<file path="src/rtl/mem_port_arbiter.sv">
// Two-requester (CPU / debug) arbiter in front of RAM port B with one-cycle read return.
// Define ARB_ROUND_ROBIN_EN for alternating priority; otherwise CPU priority with a MAX_BURST starvation limit.
module mem_port_arbiter #(
  parameter int MAX_BURST = 4
) (
  input  logic        clk,
  input  logic        CPU_RESET_n,
  input  logic        cpu_req,
  input  logic        cpu_we,
  input  logic [15:0] cpu_addr,
  input  logic [15:0] cpu_wdata,
  output logic        cpu_gnt,
  output logic        cpu_rvalid,
  input  logic        dbg_req,
  input  logic        dbg_we,
  input  logic [15:0] dbg_addr,
  input  logic [15:0] dbg_wdata,
  output logic        dbg_gnt,
  output logic        dbg_rvalid,
  input  logic        dbg_lock,
  output logic [15:0] ram_addr,
  output logic [15:0] ram_wdata,
  output logic        ram_wren,
  input  logic [15:0] ram_q,
  output logic [15:0] rdata,
  output logic        busy,
  output logic [1:0]  state_last_grant,
  output logic [3:0]  state_burst_cnt
);

  // Handshake: a requester holds req until it sees gnt at a rising edge; each gnt is one
  // transfer. A granted read returns on rvalid/rdata in the following cycle only.

  typedef enum logic [1:0] {
    LG_NONE = 2'd0,
    LG_CPU  = 2'd1,
    LG_DBG  = 2'd2
  } grant_e;

`ifndef ARB_ROUND_ROBIN_EN
  localparam logic [3:0] MAX_B = 4'(MAX_BURST);
`endif

  grant_e      last_grant, last_grant_nxt;
  logic [3:0]  burst_cnt, burst_cnt_nxt;
  logic        pend_cpu, pend_dbg;
  logic [15:0] addr_q, wdata_q, rdata_q;
  logic        cpu_win;

  always_ff @(posedge clk or negedge CPU_RESET_n) begin
    if (!CPU_RESET_n) begin
      last_grant <= LG_NONE;
      burst_cnt  <= '0;
      pend_cpu   <= 1'b0;
      pend_dbg   <= 1'b0;
      addr_q     <= '0;
      wdata_q    <= '0;
      rdata_q    <= '0;
    end else begin
      last_grant <= last_grant_nxt;
      burst_cnt  <= burst_cnt_nxt;
      pend_cpu   <= cpu_gnt & ~cpu_we;
      pend_dbg   <= dbg_gnt & ~dbg_we;
      if (cpu_gnt || dbg_gnt) begin
        addr_q  <= ram_addr;
        wdata_q <= ram_wdata;
      end
      if (pend_cpu || pend_dbg) rdata_q <= ram_q;
    end
  end

  always_comb begin
    cpu_gnt        = 1'b0;
    dbg_gnt        = 1'b0;
    last_grant_nxt = LG_NONE;
    burst_cnt_nxt  = burst_cnt;
`ifdef ARB_ROUND_ROBIN_EN
    cpu_win = (last_grant != LG_CPU);
`else
    cpu_win = (burst_cnt != MAX_B);
`endif
    // Grants are gated by reset so every output is quiet while reset is held.
    if (CPU_RESET_n) begin
      if (dbg_lock) begin
        dbg_gnt = dbg_req;
      end else if (cpu_req && dbg_req) begin
        cpu_gnt = cpu_win;
        dbg_gnt = ~cpu_win;
      end else begin
        cpu_gnt = cpu_req;
        dbg_gnt = dbg_req;
      end
    end
    if (cpu_gnt)      last_grant_nxt = LG_CPU;
    else if (dbg_gnt) last_grant_nxt = LG_DBG;
`ifdef ARB_ROUND_ROBIN_EN
    burst_cnt_nxt = '0;
`else
    if (dbg_gnt || !dbg_req)                burst_cnt_nxt = '0;
    else if (cpu_gnt && burst_cnt != MAX_B) burst_cnt_nxt = burst_cnt + 4'd1;
`endif
  end

  assign ram_addr   = cpu_gnt ? cpu_addr  : (dbg_gnt ? dbg_addr  : addr_q);
  assign ram_wdata  = cpu_gnt ? cpu_wdata : (dbg_gnt ? dbg_wdata : wdata_q);
  assign ram_wren   = (cpu_gnt & cpu_we) | (dbg_gnt & dbg_we);
  assign cpu_rvalid = pend_cpu;
  assign dbg_rvalid = pend_dbg;
  assign busy       = pend_cpu | pend_dbg;
  assign rdata      = busy ? ram_q : rdata_q;

  assign state_last_grant = last_grant;
  assign state_burst_cnt  = burst_cnt;

endmodule

</file>
<file path="config.mk">
export PLATFORM = sky130hd
export DESIGN_NAME = mem_port_arbiter
export DESIGN_NICKNAME = d
export VERILOG_FILES = /design/src/rtl/mem_port_arbiter.sv
export SDC_FILE = /design/constraint.sdc
export NUM_CORES = 1
export LEC_CHECK = 0
export ABC_CLOCK_PERIOD_IN_PS = 5700
export BUFFER_PORTS_ARGS = -buffer_cell sky130_fd_sc_hd__buf_2
export CELL_PAD_IN_SITES_DETAIL_PLACEMENT = 1
export CELL_PAD_IN_SITES_GLOBAL_PLACEMENT = 2
export CORE_ASPECT_RATIO = 0.75
export CORE_MARGIN = 2
export CORE_UTILIZATION = 29
export CTS_CLUSTER_SIZE = 40
export DETAILED_ROUTE_END_ITERATION = 16
export GPL_TIMING_DRIVEN = 1
export PLACE_DENSITY_LB_ADDON = 0.1
export SYNTH_ARGS = -nofsm -noshare
export SYNTH_HDL_FRONTEND = slang
export SYNTH_SLANG_ARGS = --single-unit
</file>
<file path="constraint.sdc">
create_clock -name clk -period 5.7 [get_ports clk]
set_clock_uncertainty 0.2 [all_clocks]
set_input_delay 0.57 -clock clk [delete_from_list [all_inputs] [get_ports clk]]
set_output_delay 0.57 -clock clk [all_outputs]
set_load 0.005 [all_outputs]
</file>
Yosys cells after proc, flatten, opt, wreduce, memory -nomap -nowiden:

Cells that the tools add are included.

* eq/ne operators: 1
* bitwise logic cells: 9
* muxes and demuxes: 15
* reductions and logical operators: 7
* add/subtract/negate cells: 1

Operators by type and width (count)
* two-way mux 16 bit: 5
* two-way mux 4 bit: 2
* two-way mux 1 bit: 6
* adder 4 x 1 -> 4 bit, second input constant: 1
* bitwise AND 1 bit: 4
* two-way mux 2 bit: 2
* inequality test 4 x 3 -> 1 bit, second input constant: 1
* logical OR 1 bit: 3
* NOT 1 bit: 3
* logical AND 1 bit: 2
* OR 1 bit: 2
* nonzero test 2 bit: 1
* zero test 1 bit: 1

* input bits: 87
* bits in registers: 56
* logic and storage cells: 40
* output and inout bits: 60

Depth between registers and ports, before layout:

* depth after elaboration: 7
* depth in mapped cells: 7
* gate-level depth less buffers: 5

Worst setup path after synthesis:

Ideal clock, no wire load.

* path kind: reg-to-output
* start: register burst_cnt[0], in the netlist state_burst_cnt[0]
* end: output ram_addr[0]
* path slack: 3262 ps
* arrival time: 1668 ps
* required time: 4930 ps
* buffers on the path: 2
* stages on the path, launching flop included: 8
* cells stage by stage: dfrtp_1 > inv_1 > ha_1 > nand3b_4 > o211a_1 > buf_6 > buf_6 > a221o_1

* longest elaborated chain between the ends: 7
* elaborated cells between the ends (all ways): 10
* those cells by class: 1 x eq/ne; 8 x mux; 1 x bitwise

RTL lines
* start, declared: RTL line 45 `logic [3:0] burst_cnt, burst_cnt_nxt;`
* start signal, assigned: RTL line 61 `burst_cnt <= burst_cnt_nxt;`
* inequality test 4 x 3 -> 1 bit (*): RTL line 80 `cpu_win = (burst_cnt != MAX_B);`
* NOT 1 bit: RTL line 88 `dbg_gnt = ~cpu_win;`
* two-way mux 1 bit: RTL line 86 `end else if (cpu_req && dbg_req) begin`
* two-way mux 1 bit: RTL line 84 `if (dbg_lock) begin`
* two-way mux 1 bit: RTL line 83 `if (CPU_RESET_n) begin`
* two-way mux 16 bit: RTL line 104 `assign ram_addr = cpu_gnt ? cpu_addr : (dbg_gnt ? dbg_addr : addr_q);`
* two-way mux 16 bit (*): RTL line 104
* end, declared: RTL line 21 `output logic [15:0] ram_addr,`

Mark *: on every way between the ends. The rest lies on a longest branch, timed or not.

Worst setup path after layout:

* start: input CPU_RESET_n
* end: output ram_addr[2]

* longest elaborated chain between the ends: 3
* elaborated cells between the ends (all ways): 4
* those cells by class: 4 x mux

RTL lines
* start, declared: RTL line 7 `input logic CPU_RESET_n,`
* two-way mux 1 bit: RTL line 83
* two-way mux 16 bit: RTL line 104
* two-way mux 16 bit (*): RTL line 104

Marked as above.

==> results.ini <==
[run_status]
status = finished, final reports clean

[worst_hold_path]
hold_path_class = in2reg

[critical_path]
worst_setup_path_start_kind = primary input
cp_common_cell = buf_4
crit_required_ns = 4.93
cpMaxStageDelayCell = o211a_2
end_kind = primary output
path_class = in2out
critPathMaxFanout = 36
cpPeakStageDelay_ns = 0.69
crit_path_cell_trace = dlygate4sd3_1 > buf_4 > o211a_2 > buf_4 > a221o_1 > buf_2
arrival_ns = 3.05

[synth]
syn_area_um2 = 2910
synth_top_area_share_pct = 48.1
syn_area_per_cell_um2 = 11.0
ys_seq_area_share_pct = 48.1
synth-seq-cells = 56
syn_nets = 353
yosys-top-cells-area = dfrtp_1 48%, a221o_1 22%, a21oi_1 6.2%, mux2_2 6.2%, nand3_1 6.0%
yosysUniqueCellTypes = 26
yosysTopAreaCell = dfrtp_1
postSynthCellCount = 264
ys_warn_count = 0

[clock_network]
cts_tree = built
cts_resized = 0
clk_latency_ns = 0.30
cts_sinks = 56
clk_pin_slew_ns = 0.08
root_buffer = clkbuf_16
htreeDepth = 2
clk_path_buf_depth = 2
cts_buffers = 5

[floorplan]
dieArea_um2 = 10900
core_um2 = 9700
start_util_pct = 30.0
ios = 147
fp-row-count = 31
dieHeight_um = 90.8
die_x_um = 120

[power]
power.density_nw_per_um2 = 274
p_leak_nw = 1.87
irDropWorstVdd_uv = 105

[finish]
fillCellCount = 1113
multi_input_area_um2 = 1370
drive_gt1_share_pct = 45.4
layout_commonest_cell = buf_2
syn2layout_area_growth_pct = 33.2
layout.area.seq_um2 = 1400
fin_nets = 482
most-common-layout-cells = 145 x buf_2, 64 x a221o_1, 56 x dfrtp_1, 36 x a21oi_1, 35 x nand3_1
diodes = 0

[timing]
final_max_slew_viol_count = 0
fin_crit_sh_pct = 67.0
slew_headroom_pct = 47.0
rsz0062_at_grt = no
min_period_ns = 3.82
fin_tns_setup_ns = 0
max_freq_mhz = 262
worst_slack_ns = 1.88
setup_viol = 0
hold_viol_final = 0
worst_pin_slew_ns = 0.794

[grt]
grt_pass1_wl_um = 15000
antenna_found_initial = 0
grt_max_degree = 70
grt_pass1_vias = 2845
grt_usage_pct = 17.1
grt_remaining_overflow = 0

[route]
vias = 2821
routed_wl_um = 9110
drt_iter0_drc = 154
via_per_inst = 5.36
drt-wirelength-per-cell_um = 17.3
drc = 0
ant_nets = 0
firstDrtPassIters = 5

[placed_design]
io_buffers = 146
hpwl_um = 6460
dp_slack_ns = 2.18
place_congestion = 0.764

[job]
drv_cap = 0

## synthesized netlist by cell type
library cell,n
a21boi_0,1
a21oi_1,36
a221o_1,64
a22o_1,1
a31oi_1,1
and3b_1,1
buf_1,2
buf_2,3
buf_6,4
clkbuf_1,21
dfrtp_1,56
ha_1,2
inv_1,4
mux2_2,16
nand2_1,3
nand2b_1,1
nand3_1,35
nand3b_4,1
nand4b_1,1
nor2_1,1
nor2b_1,5
o211a_1,1
o21ai_0,1
o21ai_1,1
o22ai_1,1
o32ai_1,1
## state kept, by name, summed over array words and instances, names as in the netlist
register	cells
dbg_rvalid	1
wdata_q	16
state_last_grant	2
rdata_q	16
addr_q	16
cpu_rvalid	1
state_burst_cnt	4
## cell families (layout without fill, tap and decap cells)
logic type / Yosys count / count (layout) / synth area share, %
mux: 16 / 16 / 6.19
simple gates: 48 / 48 / 9.11
flops: 56 / 56 / 48.1
compound gates: 108 / 108 / 30.2
fa+ha+maj: 2 / 2 / 0.859
buf+inv: 34 / 164 / 5.54
## power by group
part           total [mW]  switching [mW]  internal, mW
combinational       0.263           0.120         0.143
clock               0.319           0.154         0.165
sequential          0.482          0.0259         0.456
total                1.06           0.300         0.764
## critical path: cells and delay by family
family	cells	cell delay, ns
AO/OA/AOI/OAI	2	0.93
buffers and inverters	4	1.51
## final timing paths
path	start	to	slack, ns	cells past startpoint
worst max-delay path	CPU_RESET_n	ram_addr[2]	1.88	6
worst min-delay path	cpu_we	cpu_rvalid$_DFF_PN0_	0.22	2
worst max register to register	state_burst_cnt[0]$_DFFE_PN0P_	addr_q[1]$_DFFE_PN0P_	2.90	6
worst min register to register	rdata_q[11]$_DFFE_PN0N_	rdata_q[11]$_DFFE_PN0N_	0.30	1
max in group asynchronous	CPU_RESET_n	rdata_q[5]$_DFFE_PN0N_	3.59	3
min in group asynchronous	CPU_RESET_n	state_last_grant[1]$_DFF_PN0_	0.59	2
## metal layers
metal | GRT usage [%] | vias to the layer above | part of all wire, %
met5 | 0 | - | 0
met4 | 4.31 | 0 | 1.1
met3 | 4.17 | 9 | 6.2
met2 | 24.9 | 104 | 43
met1 | 25.4 | 1389 | 49
li1 | - | 1319 | -
## area by class of cell
cell class	count	area share, %
clock buffer	5	3.23
inverter	4	0.387
sequential	56	36.1
multi-input combinational	174	35.3
timing repair buffer	152	20.1
clock inverter	3	0.581
tap	132	4.26
## timing repair
action / CTS / global route
hold buffers: 1 / 0
setup buffers: 0 / 0
endpoints found under the hold margin: 14 / 0
## through the flow
stage                     total power, mW  cells  util (%)  hold WS (ns)  area (um^2)
after floorplan                     0.626    264         -        0.0744         2910
after global placement              0.749    517      38.4         0.274         3720
after detailed placement            0.755    517      38.4         0.283         3720
after CTS                            1.08    526      40.0         0.218         3880
after global routing                 1.13    526      40.0         0.227         3880
final                                1.06    526      40.0         0.224         3880
(Power assumes the default switching activity.)
